`config.mk`:
```
export PLATFORM = sky130hd
export DESIGN_NAME = fp16_to_sint24
export DESIGN_NICKNAME = d
export VERILOG_FILES = /design/src/rtl/fp16_pkg.sv /design/src/rtl/sint24_sign_sat.sv /design/src/rtl/fp16_to_sint24.sv
export SDC_FILE = /design/constraint.sdc
export NUM_CORES = 1
export LEC_CHECK = 0
export ABC_AREA = 1
export BUFFER_PORTS_ARGS = -buffer_cell sky130_fd_sc_hd__buf_4
export CORE_MARGIN = 2
export CORE_UTILIZATION = 35
export DETAILED_ROUTE_END_ITERATION = 10
export HOLD_SLACK_MARGIN = 0.08
export PLACE_DENSITY_LB_ADDON = 0.15
export RECOVER_POWER = 100
export SYNTH_ARGS = -nofsm -noshare
export SYNTH_HDL_FRONTEND = slang
export SYNTH_SLANG_ARGS = --single-unit
```
`constraint.sdc`:
```
create_clock -name clk -period 1.56 [get_ports clk]
set_input_delay 0.156 -clock clk [delete_from_list [all_inputs] [get_ports clk]]
set_output_delay 0.156 -clock clk [all_outputs]
set_load 0.05 [all_outputs]
```
`src/rtl/fp16_pkg.sv`:
```
// Shared field layout, limits and state encoding for the fp16 -> sint24 converter.
package fp16_pkg;

  localparam int W_INT = 24;
  localparam int W_EXP = 5;
  localparam int W_MAN = 10;
  localparam int W_FP  = 1 + W_EXP + W_MAN;
  localparam int W_CNT = 4;

  localparam int SIGN_BIT   = 15;
  localparam int EXP_MSB    = 14;
  localparam int EXP_LSB    = 10;
  localparam int MAN_MSB    = 9;
  localparam int MAN_LSB    = 0;
  localparam int HIDDEN_POS = 10;

  localparam logic [W_EXP-1:0] EXP_ZERO      = 5'd0;
  localparam logic [W_EXP-1:0] EXP_MAX_VALID = 5'd24;
  // Exponent whose leading one already sits at HIDDEN_POS, i.e. zero shift steps.
  localparam logic [W_EXP-1:0] EXP_UNITY     = 5'd11;

  localparam logic [W_INT-1:0] INT_MAX = 24'h7FFFFF;
  localparam logic [W_INT-1:0] INT_MIN = 24'h800000;

  typedef enum logic [1:0] {
    ST_IDLE,
    ST_SHIFT,
    ST_PACK,
    ST_OUT
  } state_e;

endpackage

```
`src/rtl/sint24_sign_sat.sv`:
```
// Applies the sign to a 24-bit magnitude and clamps the result into the sint24 range.
module sint24_sign_sat
  import fp16_pkg::*;
(
  input  logic             sign_i,
  input  logic [W_INT-1:0] mag_i,
  input  logic             ovf_i,
  output logic [W_INT-1:0] int_o,
  output logic             ovf_o
);

  // A negative magnitude of exactly 2^23 is representable, so the negative limit is inclusive.
  always_comb begin
    int_o = '0;
    ovf_o = 1'b0;
    if (!sign_i) begin
      if (ovf_i || (mag_i >= INT_MIN)) begin
        int_o = INT_MAX;
        ovf_o = 1'b1;
      end else begin
        int_o = mag_i;
      end
    end else begin
      if (ovf_i || (mag_i > INT_MIN)) begin
        int_o = INT_MIN;
        ovf_o = 1'b1;
      end else begin
        int_o = (~mag_i) + 24'd1;
      end
    end
  end

endmodule

```
`src/rtl/fp16_to_sint24.sv`:
```
// Iterative fp16 -> sint24 converter: one shift step per cycle, one conversion in flight,
// valid/ready handshake on both sides.
module fp16_to_sint24
  import fp16_pkg::*;
(
  input  logic             clk,
  input  logic             rst_n,
  input  logic             in_valid,
  output logic             in_ready,
  input  logic [W_FP-1:0]  fp_in,
  output logic             out_valid,
  input  logic             out_ready,
  output logic [W_INT-1:0] int_out,
  output logic             out_ovf,
  output logic             out_inexact
);

  state_e             state_q;
  logic               sign_q;
  logic               bigExp_q;
  logic               dirRight_q;
  logic [W_CNT-1:0]   count_q;
  logic [W_INT-1:0]   shiftReg_q;
  logic               sticky_q;
  logic               outValid_q;
  logic [W_INT-1:0]   intOut_q;
  logic               outOvf_q;
  logic               outInexact_q;

  logic [W_EXP-1:0]   inExp;
  logic [W_MAN-1:0]   inMan;
  logic               isZero_d;
  logic               bigExp_d;
  logic               dirRight_d;
  logic [W_CNT-1:0]   count_d;
  logic [W_INT-1:0]   mag_d;
  logic               direct_d;

  logic [W_INT-1:0]   satInt;
  logic               satOvf;

  assign inExp = fp_in[EXP_MSB:EXP_LSB];
  assign inMan = fp_in[MAN_MSB:MAN_LSB];

  // Zero and out-of-range exponents load an empty magnitude and skip the shifter.
  always_comb begin
    isZero_d   = (inExp == EXP_ZERO);
    bigExp_d   = (inExp > EXP_MAX_VALID);
    dirRight_d = (inExp < EXP_UNITY);
    count_d    = dirRight_d ? W_CNT'(EXP_UNITY - inExp) : W_CNT'(inExp - EXP_UNITY);
    mag_d      = (isZero_d || bigExp_d) ? '0 : {{(W_INT-W_MAN-1){1'b0}}, 1'b1, inMan};
    direct_d   = isZero_d || bigExp_d || (count_d == '0);
  end

  sint24_sign_sat u_sign_sat (
    .sign_i (sign_q),
    .mag_i  (shiftReg_q),
    .ovf_i  (bigExp_q),
    .int_o  (satInt),
    .ovf_o  (satOvf)
  );

  always_ff @(posedge clk or negedge rst_n) begin
    if (!rst_n) begin
      state_q      <= ST_IDLE;
      sign_q       <= 1'b0;
      bigExp_q     <= 1'b0;
      dirRight_q   <= 1'b0;
      count_q      <= '0;
      shiftReg_q   <= '0;
      sticky_q     <= 1'b0;
      outValid_q   <= 1'b0;
      intOut_q     <= '0;
      outOvf_q     <= 1'b0;
      outInexact_q <= 1'b0;
    end else begin
      case (state_q)
        ST_IDLE: begin
          if (in_valid) begin
            sign_q     <= fp_in[SIGN_BIT];
            bigExp_q   <= bigExp_d;
            dirRight_q <= dirRight_d;
            count_q    <= count_d;
            shiftReg_q <= mag_d;
            sticky_q   <= 1'b0;
            state_q    <= direct_d ? ST_PACK : ST_SHIFT;
          end
        end
        ST_SHIFT: begin
          if (dirRight_q) begin
            shiftReg_q <= shiftReg_q >> 1;
            sticky_q   <= sticky_q | shiftReg_q[0];
          end else begin
            shiftReg_q <= shiftReg_q << 1;
          end
          count_q <= count_q - 1'b1;
          if (count_q == W_CNT'(1)) begin
            state_q <= ST_PACK;
          end
        end
        ST_PACK: begin
          intOut_q     <= satInt;
          outOvf_q     <= satOvf;
          outInexact_q <= sticky_q;
          outValid_q   <= 1'b1;
          state_q      <= ST_OUT;
        end
        ST_OUT: begin
          if (out_ready) begin
            outValid_q <= 1'b0;
            state_q    <= ST_IDLE;
          end
        end
        default: begin
          state_q <= ST_IDLE;
        end
      endcase
    end
  end

  assign in_ready    = (state_q == ST_IDLE);
  assign out_valid   = outValid_q;
  assign int_out     = intOut_q;
  assign out_ovf     = outOvf_q;
  assign out_inexact = outInexact_q;

endmodule
```
# After elaboration in Yosys (flattened, before gate mapping)
# Cells that the tools add are included.
# totals
elab_cells	66
in_bits	20
output_inout_bits	28
register_bits	61
# op_classes
reduce_logical	14
n_lt_le_gt_ge	4
n_mux	23
eq_ne	8
n_addsub	4
bitwise_logic	2
# op_table
operator	count
$mux W24	5
$pmux W24 S2	1
$add A24 B1 Y24 const B	1
$ge A24 B24 Y1 const B	1
$gt A24 B24 Y1 const B	1
$not A24 Y24	1
$mux W11	1
$mux W2	4
$mux W4	2
$ne A2 B2 Y1 const B	4
$pmux W2 S4	1
$pmux W4 S2	1
$mux W1	6
$reduce_and A2 Y1	3
$reduce_and A3 Y1	2
$gt A5 B5 Y1 const B	1
$logic_not A5 Y1	1
$lt A5 B4 Y1 const B	1
$eq A2 B2 Y1 const B	2
$eq A4 B1 Y1 const B	1
$logic_not A4 Y1	1
$logic_or A1 B1 Y1	4
$pmux W1 S2	2
$reduce_bool A2 Y1	2
other kinds (6)	6

# Longest topological paths before layout
# depth
depth_word	7
depth_mapped	11

# Hierarchy
# A second synthesis with hierarchy kept.
# unflattened
cells_unflattened	598
area_unflattened_um2	4068.9
# modules_own_cells
mod	cells_per_inst	area_per_inst_um2	seq_area_each_um2	instances
fp16_to_sint24	372	2944.1	1526.5	1
sint24_sign_sat	226	1124.8	0.0	1

# Least setup slack after synthesis
# Ideal clock, no wire load.
# synth_path
kind	register to register
start	reg state_q[0]
end	reg shiftReg_q[3]
path_buffers	1
arrival_time_ns	1.902
setup_slack_ns	-0.481
stages_incl_launch_ff	9
required_ns	1.421
period_less_slack_ns	2.041
setup_time_ns	0.139
cell_sequence	dfrtp_1 inv_1 ha_1 nand2_1 o21ai_2 inv_2 buf_2 a221oi_1 a22oi_1
# synth_via
elab_chain_len	3
elab_cells_between_ends	6
classes_between	2 x eq/ne; 1 x mux; 3 x reduce/logical
# synth_lines
element	line_no	rtl
start: declaration	fp16_to_sint24.sv:18	state_e state_q;
start signal: assignment	fp16_to_sint24.sv:86	state_q <= direct_d ? ST_PACK : ST_SHIFT;
$logic_not A2 Y1 (*)	--	
net in_ready	fp16_to_sint24.sv:9	output logic in_ready,
$ne A2 B2 Y1 (no source line) or $reduce_bool A2 Y1 (tied branches)	--	
$reduce_and A2 Y1 (no source line)	--	
end signal: assignment	fp16_to_sint24.sv:84	shiftReg_q <= mag_d;
end signal: assignment	fp16_to_sint24.sv:91	shiftReg_q <= shiftReg_q >> 1;
end signal: assignment	fp16_to_sint24.sv:94	shiftReg_q <= shiftReg_q << 1;
end: declaration	fp16_to_sint24.sv:23	logic [W_INT-1:0] shiftReg_q;
# The timed path passes the listed nets; every way through them passes the cells marked *.
# A chain may end at the register's enable or synchronous reset.

# Worst setup path in the final report
# layout_path
start	reg shiftReg_q[8]
end	reg intOut_q[21], in the netlist int_out[21]
# layout_via
elab_chain_len	4
elab_cells_between_ends	9
classes_between	1 x add/sub; 2 x order compare; 3 x mux; 1 x bitwise; 2 x reduce/logical
# layout_lines
element	line_no	rtl
$not A24 Y24 (tied with other cells)	sint24_sign_sat.sv:28	int_o = (~mag_i) + 24'd1;
$add A24 B1 Y24 (tied with other cells)	sint24_sign_sat.sv:28	
$mux W24 (on tied branches)	sint24_sign_sat.sv:24, sint24_sign_sat.sv:17	
$mux W24 (*)	sint24_sign_sat.sv:16	if (!sign_i) begin
end signal: assignment	fp16_to_sint24.sv:102	intOut_q <= satInt;
end: declaration	fp16_to_sint24.sv:26	logic [W_INT-1:0] intOut_q;
# Every way passes the cells marked *; elsewhere a longest branch is shown, timed or not.

==> qor.yml <==
ant_nets: 0
coreArea_um2: 10800
rsz0062_at_grt: "yes"
initial_utilization_pct: 35.8
cts_tree: "yes"
ys_seq_area_share_pct: 39.5
insertion_delay_ns: 0.36
cts-htree-levels: 3
synth.distinct_cells: 35
p_leak_nw: 2.72
antenna_found_initial: 0
drive_above_1_share_pct: 35.2
startpoint_type: "flop"
postSynth.asyncResetShare_pct: 100
synthTopCellsByArea: "dfrtp_1, nand2_1, nor2_1, inv_1, o21ai_0"
critPathKind: "reg -> reg"
synth_xor_xnor_area_share_pct: 1.13
crit_path_end_kind: "flop"
die_area_um2: 11900
grt_max_degree: 36
synth_top_family_by_area: "simple AND/OR/NAND/NOR gates"
crit_arrival_ns: 1.90
grt-ovfl-total: 0
cts_sinks: 61
dpl.hpwl_mm: 9.03
maxCapViolations: 0
fin_crit_sh_pct: 103
antennaDiodeCount: 0
synth_adder_area_share_pct: 3.56
finalPower_mw: 14.4
viasPerCell: 5.10
synth_top_cell_by_area: "dfrtp_1"
max_slew.worst_pin.slew_ns: 0.720
wl_mm: 13.0
fmax_ghz: 0.620
areaGrowthSynthToFinish_pct: 51.4
cts_root_buf: "clkbuf_8"
r2r_setup_slack_ns: -0.05
dp_cells: 781
grt_pass1_vias: 3922
synth_edf_count: 0
synth_top_area_share_pct: 39.5
synthMuxAreaShare_pct: 0
status: "finished, violations left"
peakVddDrop_uv: 1270
post_drt_wl_per_cell_um: 15.7
place_congestion: 0.907
syn_avg_cell_area_um2: 7.25
routed-via-count: 4232
cts_buffer_depth: 2
worstPathRequired_ns: 1.85
violations: "setup timing"
ys_warn_count: 0
io_buffers: 47
track_usage_pct: 21.5
syn-num-nets: 564
maxSlewHeadroom_pct: 51.9
synth-simple-area-share_pct: 30.6
first_pass_iters: 5
crit_fanout: 5
clk_pin_slew_ns: 0.08
syn_inst: 533
synthFlopType: "dfrtp_1"
drc_errors: 0
io_pins: 48
rows: 38
finalSetupViolCount: 25
nets: 717
ys_seq_elements: 61
cts_buffers: 9
hold_viol: 0
synth-compound-area-share_pct: 16.7
die_h_um: 109
slew_violations: 0
powerDensity_nw_per_um2: 2470
fin_skew_ns: 0.0204
fillers: 1022
utilization_pct: 54.2
grt_first_pass_wirelength_mm: 19.8
synth_area_um2: 3860
final_cells: 830
drt_iter0_markers: 208
setup_slack_ns: -0.0530
hold_ws_ns: 0.0903
fp.dieW_um: 109
hold_class: "in -> reg"
fin_crit_ns: 1.61
==> synthesized netlist by cell type, types with 3 or more instances <==
master / number
o211ai_1: 3
a221oi_1: 9
dfrtp_1: 61
xor2_1: 4
ha_1: 11
a21oi_1: 33
o21ai_0: 35
nor3_1: 3
inv_1: 56
clkbuf_1: 14
buf_2: 3
nand2_1: 107
nor2_1: 90
a22oi_1: 10
nand4_1: 17
nor2_2: 11
o22ai_1: 14
inv_2: 4
nand3_1: 26
==> flip-flops by register name, summed over array words and instances (netlist names) <==
name and flops:
state_q 2, count_q 4, out_ovf 1, dirRight_q 1
int_out 24, shiftReg_q 24, sign_q 1, sticky_q 1
out_inexact 1, bigExp_q 1, out_valid 1
==> placed cells by master, fill, tap and decap left out, types with 12 or more instances in the layout <==
master and n:
clkbuf_1 27, nor2_2 18, dfrtp_1 56, nand3_1 24, inv_1 51, o22ai_1 13
nor2_4 14, nor2_1 71, buf_4 100, o21ai_0 33, a21oi_2 16, nand2_1 101
nand4_1 17, buf_6 12, a21oi_1 17
==> per-stage QoR <==
step	cell area, µm²	TNS, ns	setup slack (ns)
CTS	5450	-0.0593	-0.0232
global placement	5040	-2.07	-0.111
detailed placement	5040	-2.44	-0.148
finish	5850	-0.445	-0.0530
floorplan	3970	-0.0517	-0.00862
global route	5850	-6.24	-0.138
==> kinds of logic (layout without fill, tap and decap cells) <==
| logic type | count (synthesis) | count (layout) |
|---|---|---|
| AND/OR/NAND/NOR | 265 | 266 |
| AO/OA/AOI/OAI | 109 | 109 |
| buffers and inverters | 82 | 238 |
| flip-flops | 61 | 61 |
| adder cells (fa/ha/maj) | 11 | 11 |
| XOR/XNOR | 5 | 5 |
==> worst max-delay path: stages (launching register included) <==
cell and delay [ns]:
dfrtp_2 0.42, nor2_2 0.15, nand2_1 0.10, nor2_2 0.16, nand3_2 0.11, nand2_4 0.08, buf_6 0.13, nand3_4 0.12
nor2_1 0.11, nor2_1 0.04, nor2_1 0.11
==> layout make-up <==
class                      instances  area, µm²  area share [%]
timing repair inverter             2       16.3           0.278
clock inverter                     4       47.5           0.813
tap                              140        175            2.99
sequential                        61       1530            26.2
clock buffer                      11        151            2.59
timing repair buffer             160       1260            21.5
inverter                          61        255            4.36
multi-input combinational        391       2410            41.2
==> power breakdown <==
part / internal [mW] / total, mW / leakage, nW / switching [mW]
combinational: 3.96 / 10.0 / 1.90 / 6.05
sequential: 2.37 / 2.95 / 0.716 / 0.574
clock: 0.811 / 1.49 / 0.101 / 0.682
==> per-layer routing <==
layer / up-vias / global-route usage (%) / wire [µm]
li1: 2078 / - / -
met1: 2003 / 29.9 / 5850
met2: 131 / 34.5 / 6240
met3: 20 / 2.81 / 705
met4: 0 / 6.96 / 210
met5: - / 0 / 0
==> worst paths after layout <==
kind                                            from                         to  depth (start not counted)
min in group asynchronous                      rst_n    int_out[19]$_DFFE_PN0P_                          2
min                                         fp_in[7]  shiftReg_q[7]$_DFFE_PN0P_                          3
max                        shiftReg_q[8]$_DFFE_PN0P_    int_out[21]$_DFFE_PN0P_                         10
max in group asynchronous                      rst_n  shiftReg_q[5]$_DFFE_PN0P_                          3
max reg2reg                shiftReg_q[8]$_DFFE_PN0P_    int_out[21]$_DFFE_PN0P_                         10
min reg2reg                   count_q[2]$_DFFE_PN0P_     count_q[2]$_DFFE_PN0P_                          2
==> timing repair <==
| action | in CTS | in global routing |
|---|---|---|
| hold endpoints to repair | 37 | 0 |
| hold buffers | 11 | 0 |
| cloned | 2 | 5 |
| gates resized for setup | 21 | 97 |
| buffers inserted | 0 | 17 |
| pin swaps | 4 | 18 |
| setup endpoints to repair | 36 | 48 |
Note: power is estimated with default switching activity, not from simulation.
